==> src/rtl/exc_req_sequencer_if.sv <==
`default_nettype none
// ============================================================================
//  Module      : exc_req_sequencer_if
//  Description : Request/acknowledge bundle between the exception request
//                sequencer and the surrounding pipeline / exception unit.
//                master : drives requests, masks, enable, ExcAck, ERet
//                slave  : the sequencer; drives Exc, EStatus, pending,
//                         busy, timeout_err
//  Signals     : exc_req[NSRC]  per-source request lines (rising edge)
//                exc_mask[NSRC] 1 = source never selected
//                exc_en         global enable
//                ExcAck         exception unit fetched the vector
//                ERet           ERET resolved in E stage
//                Exc            exception request
//                EStatus[4]     cause code (source index + 1, 0 = none)
//                pending[NSRC]  latched, unserviced requests
//                busy           sequencer in REQ or HANDLER
//                timeout_err    sticky ACK-timeout flag
//  Revision    : 1.0 - initial release
// ============================================================================
interface exc_req_sequencer_if #(
    parameter int NSRC = 4
);
    logic [NSRC-1:0] exc_req;
    logic [NSRC-1:0] exc_mask;
    logic            exc_en;
    logic            ExcAck;
    logic            ERet;
    logic            Exc;
    logic [3:0]      EStatus;
    logic [NSRC-1:0] pending;
    logic            busy;
    logic            timeout_err;

    modport master (
        output exc_req, exc_mask, exc_en, ExcAck, ERet,
        input  Exc, EStatus, pending, busy, timeout_err
    );

    modport slave (
        input  exc_req, exc_mask, exc_en, ExcAck, ERet,
        output Exc, EStatus, pending, busy, timeout_err
    );
endinterface
`default_nettype wire

==> src/rtl/exc_req_sequencer.sv <==
`default_nettype none
// ============================================================================
//  Module      : exc_req_sequencer
//  Description : Latches rising-edge exception requests from NSRC sources,
//                raises Exc for the highest-priority (lowest index) unmasked
//                pending source, waits for ExcAck, then blocks further
//                exceptions until ERet so handlers never nest.
//  Ports       : clk    - rising-edge clock
//                reset  - asynchronous, active-low reset
//                bus    - exc_req_sequencer_if.slave (requests in, Exc /
//                         EStatus / pending / busy / timeout_err out)
//  Options     : EXC_TIMEOUT_EN - when defined, REQ gives up after
//                ACK_TIMEOUT cycles without ExcAck, sets the sticky
//                timeout_err and retries from IDLE (pending bit kept).
//                When undefined, REQ waits forever and timeout_err = 0.
//  Revision    : 1.0 - initial release
// ============================================================================
module exc_req_sequencer #(
    parameter int NSRC        = 4,
    parameter int ACK_TIMEOUT = 64
) (
    input  wire logic          clk,
    input  wire logic          reset,
    exc_req_sequencer_if.slave bus
);

    // Cause code is 4 bits wide (index + 1), so at most 15 sources.
    if (NSRC < 1 || NSRC > 15 || ACK_TIMEOUT < 1) begin : g_param_check
        $error("exc_req_sequencer: NSRC must be 1..15 and ACK_TIMEOUT >= 1");
    end

    localparam logic [1:0] S_IDLE    = 2'd0;
    localparam logic [1:0] S_REQ     = 2'd1;
    localparam logic [1:0] S_HANDLER = 2'd2;

    logic [1:0]      r_state;
    logic [1:0]      w_state_nxt;
    logic [NSRC-1:0] r_req_q;
    logic [NSRC-1:0] r_pending;
    logic [NSRC-1:0] w_set;
    logic [NSRC-1:0] w_clr;
    logic [3:0]      r_cur;
    logic [3:0]      w_sel;
    logic            w_sel_valid;
    logic            w_go;
    logic            w_ack_take;
    logic            w_timeout;
    logic            r_exc;
    logic            w_exc_nxt;
    logic [3:0]      r_estatus;
    logic [3:0]      w_estatus_nxt;
    logic            r_busy;
    logic            w_busy_nxt;
    logic            r_timeout_err;

    // ------------------------------------------------------------------
    // Priority select: lowest eligible index wins (scan from the top so
    // the last match, i.e. the lowest index, sticks).
    // ------------------------------------------------------------------
    always_comb begin
        w_sel       = 4'd0;
        w_sel_valid = 1'b0;
        for (int i = NSRC - 1; i >= 0; i--) begin
            if (r_pending[i] && !bus.exc_mask[i]) begin
                w_sel       = 4'(i);
                w_sel_valid = 1'b1;
            end
        end
    end

    assign w_go       = (r_state == S_IDLE) && bus.exc_en && w_sel_valid;
    assign w_ack_take = (r_state == S_REQ) && bus.ExcAck;
    assign w_set      = bus.exc_req & ~r_req_q;

    always_comb begin
        w_clr = '0;
        for (int i = 0; i < NSRC; i++) begin
            w_clr[i] = w_ack_take && (r_cur == 4'(i));
        end
    end

    // ------------------------------------------------------------------
    // Optional ACK timeout. The counter is cleared outside REQ so each
    // attempt gets the full ACK_TIMEOUT cycles of Exc high.
    // ------------------------------------------------------------------
`ifdef EXC_TIMEOUT_EN
    localparam int CW = $clog2(ACK_TIMEOUT + 1);
    logic [CW-1:0] r_tcnt;

    assign w_timeout = (r_state == S_REQ) && !bus.ExcAck &&
                       (r_tcnt == CW'(ACK_TIMEOUT - 1));

    always_ff @(posedge clk or negedge reset) begin
        if (!reset) begin
            r_tcnt        <= '0;
            r_timeout_err <= 1'b0;
        end else begin
            if (r_state != S_REQ || bus.ExcAck || w_timeout) begin
                r_tcnt <= '0;
            end else begin
                r_tcnt <= r_tcnt + 1'b1;
            end
            if (w_timeout) begin
                r_timeout_err <= 1'b1;
            end
        end
    end
`else
    assign w_timeout     = 1'b0;
    assign r_timeout_err = 1'b0;
`endif

    // ------------------------------------------------------------------
    // FSM: state register (plus the registered outputs it feeds)
    // ------------------------------------------------------------------
    always_ff @(posedge clk or negedge reset) begin
        if (!reset) begin
            r_state   <= S_IDLE;
            r_req_q   <= '0;
            r_pending <= '0;
            r_cur     <= 4'd0;
            r_exc     <= 1'b0;
            r_estatus <= 4'd0;
            r_busy    <= 1'b0;
        end else begin
            r_state   <= w_state_nxt;
            r_req_q   <= bus.exc_req;
            // A new edge on the bit being acknowledged survives the clear.
            r_pending <= (r_pending & ~w_clr) | w_set;
            r_exc     <= w_exc_nxt;
            r_estatus <= w_estatus_nxt;
            r_busy    <= w_busy_nxt;
            if (w_go) begin
                r_cur <= w_sel;
            end
        end
    end

    // ------------------------------------------------------------------
    // FSM: next-state logic
    // ------------------------------------------------------------------
    always_comb begin
        w_state_nxt = r_state;
        case (r_state)
            S_IDLE: begin
                if (w_go) w_state_nxt = S_REQ;
            end
            S_REQ: begin
                // ExcAck takes precedence over a coincident timeout or ERet.
                if (bus.ExcAck)   w_state_nxt = S_HANDLER;
                else if (w_timeout) w_state_nxt = S_IDLE;
            end
            S_HANDLER: begin
                if (bus.ERet) w_state_nxt = S_IDLE;
            end
            default: w_state_nxt = S_IDLE;
        endcase
    end

    // ------------------------------------------------------------------
    // FSM: output logic (next values of the registered outputs)
    // ------------------------------------------------------------------
    always_comb begin
        w_exc_nxt     = r_exc;
        w_estatus_nxt = r_estatus;
        w_busy_nxt    = (w_state_nxt != S_IDLE);
        case (r_state)
            S_IDLE: begin
                w_exc_nxt = w_go;
                if (w_go) w_estatus_nxt = w_sel + 4'd1;
            end
            S_REQ: begin
                if (bus.ExcAck) begin
                    w_exc_nxt = 1'b0;
                end else if (w_timeout) begin
                    w_exc_nxt     = 1'b0;
                    w_estatus_nxt = 4'd0;
                end
            end
            S_HANDLER: begin
                w_exc_nxt = 1'b0;
                // EStatus stays valid until ERet for the handler's ESR read.
                if (bus.ERet) w_estatus_nxt = 4'd0;
            end
            default: begin
                w_exc_nxt     = 1'b0;
                w_estatus_nxt = 4'd0;
            end
        endcase
    end

    assign bus.Exc         = r_exc;
    assign bus.EStatus     = r_estatus;
    assign bus.pending     = r_pending;
    assign bus.busy        = r_busy;
    assign bus.timeout_err = r_timeout_err;

endmodule
`default_nettype wire

==> src/flat_wrapper.sv <==
// flat-port wrapper written by rule: the top's interface ports become plain ports
module exc_req_sequencer_flat 
#(
    parameter int NSRC        = 4,
    parameter int ACK_TIMEOUT = 64
)
  (clk, reset, bus_exc_req, bus_exc_mask, bus_exc_en, bus_ExcAck, bus_ERet, bus_Exc, bus_EStatus, bus_pending, bus_busy, bus_timeout_err);
  exc_req_sequencer_if #(.NSRC(NSRC)) bus_i ();
  input  wire logic clk;
  input  wire logic reset;
  input wire logic [$bits(bus_i.exc_req)-1:0] bus_exc_req;
  input wire logic [$bits(bus_i.exc_mask)-1:0] bus_exc_mask;
  input wire logic [$bits(bus_i.exc_en)-1:0] bus_exc_en;
  input wire logic [$bits(bus_i.ExcAck)-1:0] bus_ExcAck;
  input wire logic [$bits(bus_i.ERet)-1:0] bus_ERet;
  output wire logic [$bits(bus_i.Exc)-1:0] bus_Exc;
  output wire logic [$bits(bus_i.EStatus)-1:0] bus_EStatus;
  output wire logic [$bits(bus_i.pending)-1:0] bus_pending;
  output wire logic [$bits(bus_i.busy)-1:0] bus_busy;
  output wire logic [$bits(bus_i.timeout_err)-1:0] bus_timeout_err;
  assign bus_i.exc_req = bus_exc_req;
  assign bus_i.exc_mask = bus_exc_mask;
  assign bus_i.exc_en = bus_exc_en;
  assign bus_i.ExcAck = bus_ExcAck;
  assign bus_i.ERet = bus_ERet;
  assign bus_Exc = bus_i.Exc;
  assign bus_EStatus = bus_i.EStatus;
  assign bus_pending = bus_i.pending;
  assign bus_busy = bus_i.busy;
  assign bus_timeout_err = bus_i.timeout_err;
  exc_req_sequencer #(.NSRC(NSRC), .ACK_TIMEOUT(ACK_TIMEOUT)) u_core (.clk(clk), .reset(reset), .bus(bus_i));
endmodule
==> config.mk <==
export PLATFORM = sky130hd
export DESIGN_NAME = exc_req_sequencer_flat
export DESIGN_NICKNAME = d
export VERILOG_FILES = /design/src/rtl/exc_req_sequencer_if.sv /design/src/rtl/exc_req_sequencer.sv /design/src/flat_wrapper.sv
export SDC_FILE = /design/constraint.sdc
export NUM_CORES = 1
export LEC_CHECK = 0
export ABC_AREA = 1
export CORE_MARGIN = 5
export CORE_UTILIZATION = 48
export CTS_CLUSTER_SIZE = 40
export DETAILED_ROUTE_END_ITERATION = 10
export PLACE_DENSITY = 0.82
export SYNTH_ARGS = -nofsm -noshare
export SYNTH_HDL_FRONTEND = slang
export SYNTH_SLANG_ARGS = --single-unit
==> constraint.sdc <==
create_clock -name clk -period 3.9 [get_ports clk]
set_clock_uncertainty 0.1 [all_clocks]
set_input_delay 0.39 -clock clk [delete_from_list [all_inputs] [get_ports clk]]
set_output_delay 0.39 -clock clk [all_outputs]
set_load 0.03 [all_outputs]
==> flow_summary.toml <==
[finish]
fin_nets = 128
multiInputGateArea_um2 = 272
area_growth_pct = 31.6
drive_gt1_share_pct = 11.5
n_fill_cell = 130
register_area_um2 = 425
diodes = 0

[route]
drt-initial-drc-count = 8
routed_wl_um = 1450
avgViaCountPerCell = 4.80
wire_per_inst_um = 11.2
via_count = 619
drc = 0
firstDrtPassIters = 4
ant_nets = 0

[die]
row_count = 14
core-area_um2 = 1520
die_area_um2 = 2530
die_w_um = 50.3
fp.dieH_um = 50.3
initial_core_util_pct = 51.1
io_pins = 24

[grt]
overflow = 0
grt_max_degree = 18
grt_usage_pct = 13.0
grt_pass1_vias = 595
antenna_found_initial = 0
grt_pass1_wl_um = 2540

[setup_path]
cp_max_fo = 3
start_kind = "flip-flop"
worstSetupEndpointType = "output port"
reg2reg_depth = 8
cp_data_required_time_ps = 3410
timing.rr.end = "u_core.bus.EStatus[1]"
reg2reg_from = "u_core.bus.pending[0]"
worstPathCellList = "clkdlybuf4s50_1"
cp_num_buf_inv = 1
worstPathArrival_ps = 1440
slowest_delay_ps = 700
critPathSlowestCell = "clkdlybuf4s50_1"
cp_top_family = "buffers and inverters"
crit_type = "reg2out"
rrSetupSlack_ps = 2420

[hold_path]
hold_end = "u_core.bus.pending[3]"
min_path_cells = 1
hold_path.class = "reg2reg"
min_from = "u_core.r_req_q[3]"

[power_and_ir_drop]
p_switching_w = 0.000287
pwr-share-comb_pct = 47.4
clkPwrFrac_pct = 13.5
p_sw_share_pct = 42.1
internal_power_w = 0.000395
p_seq_share_pct = 39.1
power.density_nw_per_um2 = 665
vdd_drop_max_uv = 406
leakagePower_nw = 0.520

[clock_tree]
cts_made_buffers = 3
ctsResizeCount = 0
htreeDepth = 1
cts_buffer_depth = 2
clk_pin_slew_ps = 100
hold_buffers = 0
cts.repair_timing.setup_buffer_count = 0
clock-sinks = 17
cts-root-buf = "clkbuf_4"
tritoncts = "built"
clk_latency_ps = 290

[timing]
period_needed_ps = 1930
slew_violations = 0
relSlewSlack_pct = 51.5
rsz0062_at_grt = "no"
worstMarginPinSlew_ps = 725
tns_ps = 0
fmax_mhz = 517
setup_violations = 0
hold_ws_ps = 323
finalCritPeriodShare_pct = 49.6
finalHoldViolCount = 0

[job]
cap_violations = 0

[placement]
post-dp-hpwl_um = 1200
gp_congestion = 0.731
port-buffer-count = 21

[synthesis]
yosys_warnings = 0
synth_seq_cells = 17
synthCells = 89
yosys.cell_types.count = 17
yosysSeqAreaShare_pct = 54.6
avgSynthCellArea_um2 = 8.76
netlist_area_um2 = 779

[outcome]
outcome = "finished, final reports clean"
-- power groups by stage --
stage | Combinational [W] | Sequential (W) | Clock (W)
finish | 0.000323 | 0.000267 | 0.0000922
detailed placement | 0.000327 | 0.000269 | 0
global placement | 0.000321 | 0.000268 | 0
floorplan | 0.000145 | 0.000334 | 0
CTS | 0.000328 | 0.000267 | 0.0000966
global route | 0.000359 | 0.000273 | 0.000104
-- cell usage in the layout, fill, tap and decap left out --
cell type,n
nand4_1,1
nand2_4,2
conb_1,2
a21oi_1,2
clkbuf_4,3
nand3_1,3
nor2_1,6
nor2_4,1
inv_2,1
clkdlybuf4s50_1,21
clkinv_2,1
ha_1,1
a21boi_1,1
o21ai_4,1
dfrtp_1,17
inv_1,18
nand2_1,20
nand2_2,4
o21ai_0,8
-- cell families after synthesis --
kind of cell | Yosys count | share of synthesized area [%]
compound gates | 12 | 9.47
fa+ha+maj | 1 | 1.60
buf+inv | 21 | 11.1
flops | 17 | 54.6
other cells | 1 | 0.481
simple gates | 37 | 22.8
-- registers in the layout, indices dropped and copies added, names as in the netlist --
register / count
u_core.bus.Exc: 1
u_core.r_cur: 2
u_core.bus.EStatus: 3
u_core.bus.busy: 1
u_core.bus.pending: 4
u_core.r_req_q: 4
u_core.r_state: 2
-- cells in the mapped netlist (all sizes together) --
library cell | number | share of area [%]
ha | 1 | 1.6
nand4 | 1 | 0.80
buf | 2 | 1.9
o21ai | 9 | 7.2
inv | 19 | 9.1
conb | 1 | 0.48
nand3 | 3 | 1.9
dfrtp | 17 | 55
nor2 | 7 | 4.3
nand2 | 26 | 16
a21oi | 2 | 1.3
a21boi | 1 | 0.96
-- per-stage QoR --
stage          area [um^2]  instances  utilization [%]  setup WS (ps)  total power, W
2_1_floorplan          783         90                -           2380        0.000479
3_3_place_gp           998        125             65.5           1990        0.000590
3_5_place_dp           998        125             65.5           1960        0.000597
4_1_cts               1030        129             67.3           1960        0.000692
5_1_grt               1030        129             67.3           1920        0.000735
6_report              1030        129             67.3           1970        0.000683
-- layout make-up --
class                   instances  share of cell area, %
well taps                      16                   1.95
flip-flops and latches         17                   41.5
clock inverters                 1                  0.488
repair buffers                 21                   20.5
clock buffers                   3                   2.20
inverters                      19                   6.95
multi-input cells              52                   26.5
-- layer usage --
layer  track usage, %  routed length [um]  up-vias
li1                 -                   -      311
met1             14.6                 590      291
met2             22.2                 744       13
met3             2.96                  77        4
met4             7.66                  35        0
met5                0                   0        -
-- worst max-delay path by stage --
stage                                startpoint               endpoint  slack [ps]  cells past startpoint
final                     u_core.bus.pending[2]         bus_pending[2]        1970                      1
after global routing      u_core.bus.pending[2]         bus_pending[2]        1920                      1
after CTS                 u_core.bus.pending[2]         bus_pending[2]        1960                      1
after detailed placement        bus_exc_mask[0]  u_core.bus.EStatus[1]        1960                     10
after global placement          bus_exc_mask[0]  u_core.bus.EStatus[1]        1990                     10
after floorplan           u_core.bus.pending[2]  u_core.bus.EStatus[1]        2380                      8
Power figures use the tool's default switching activity.
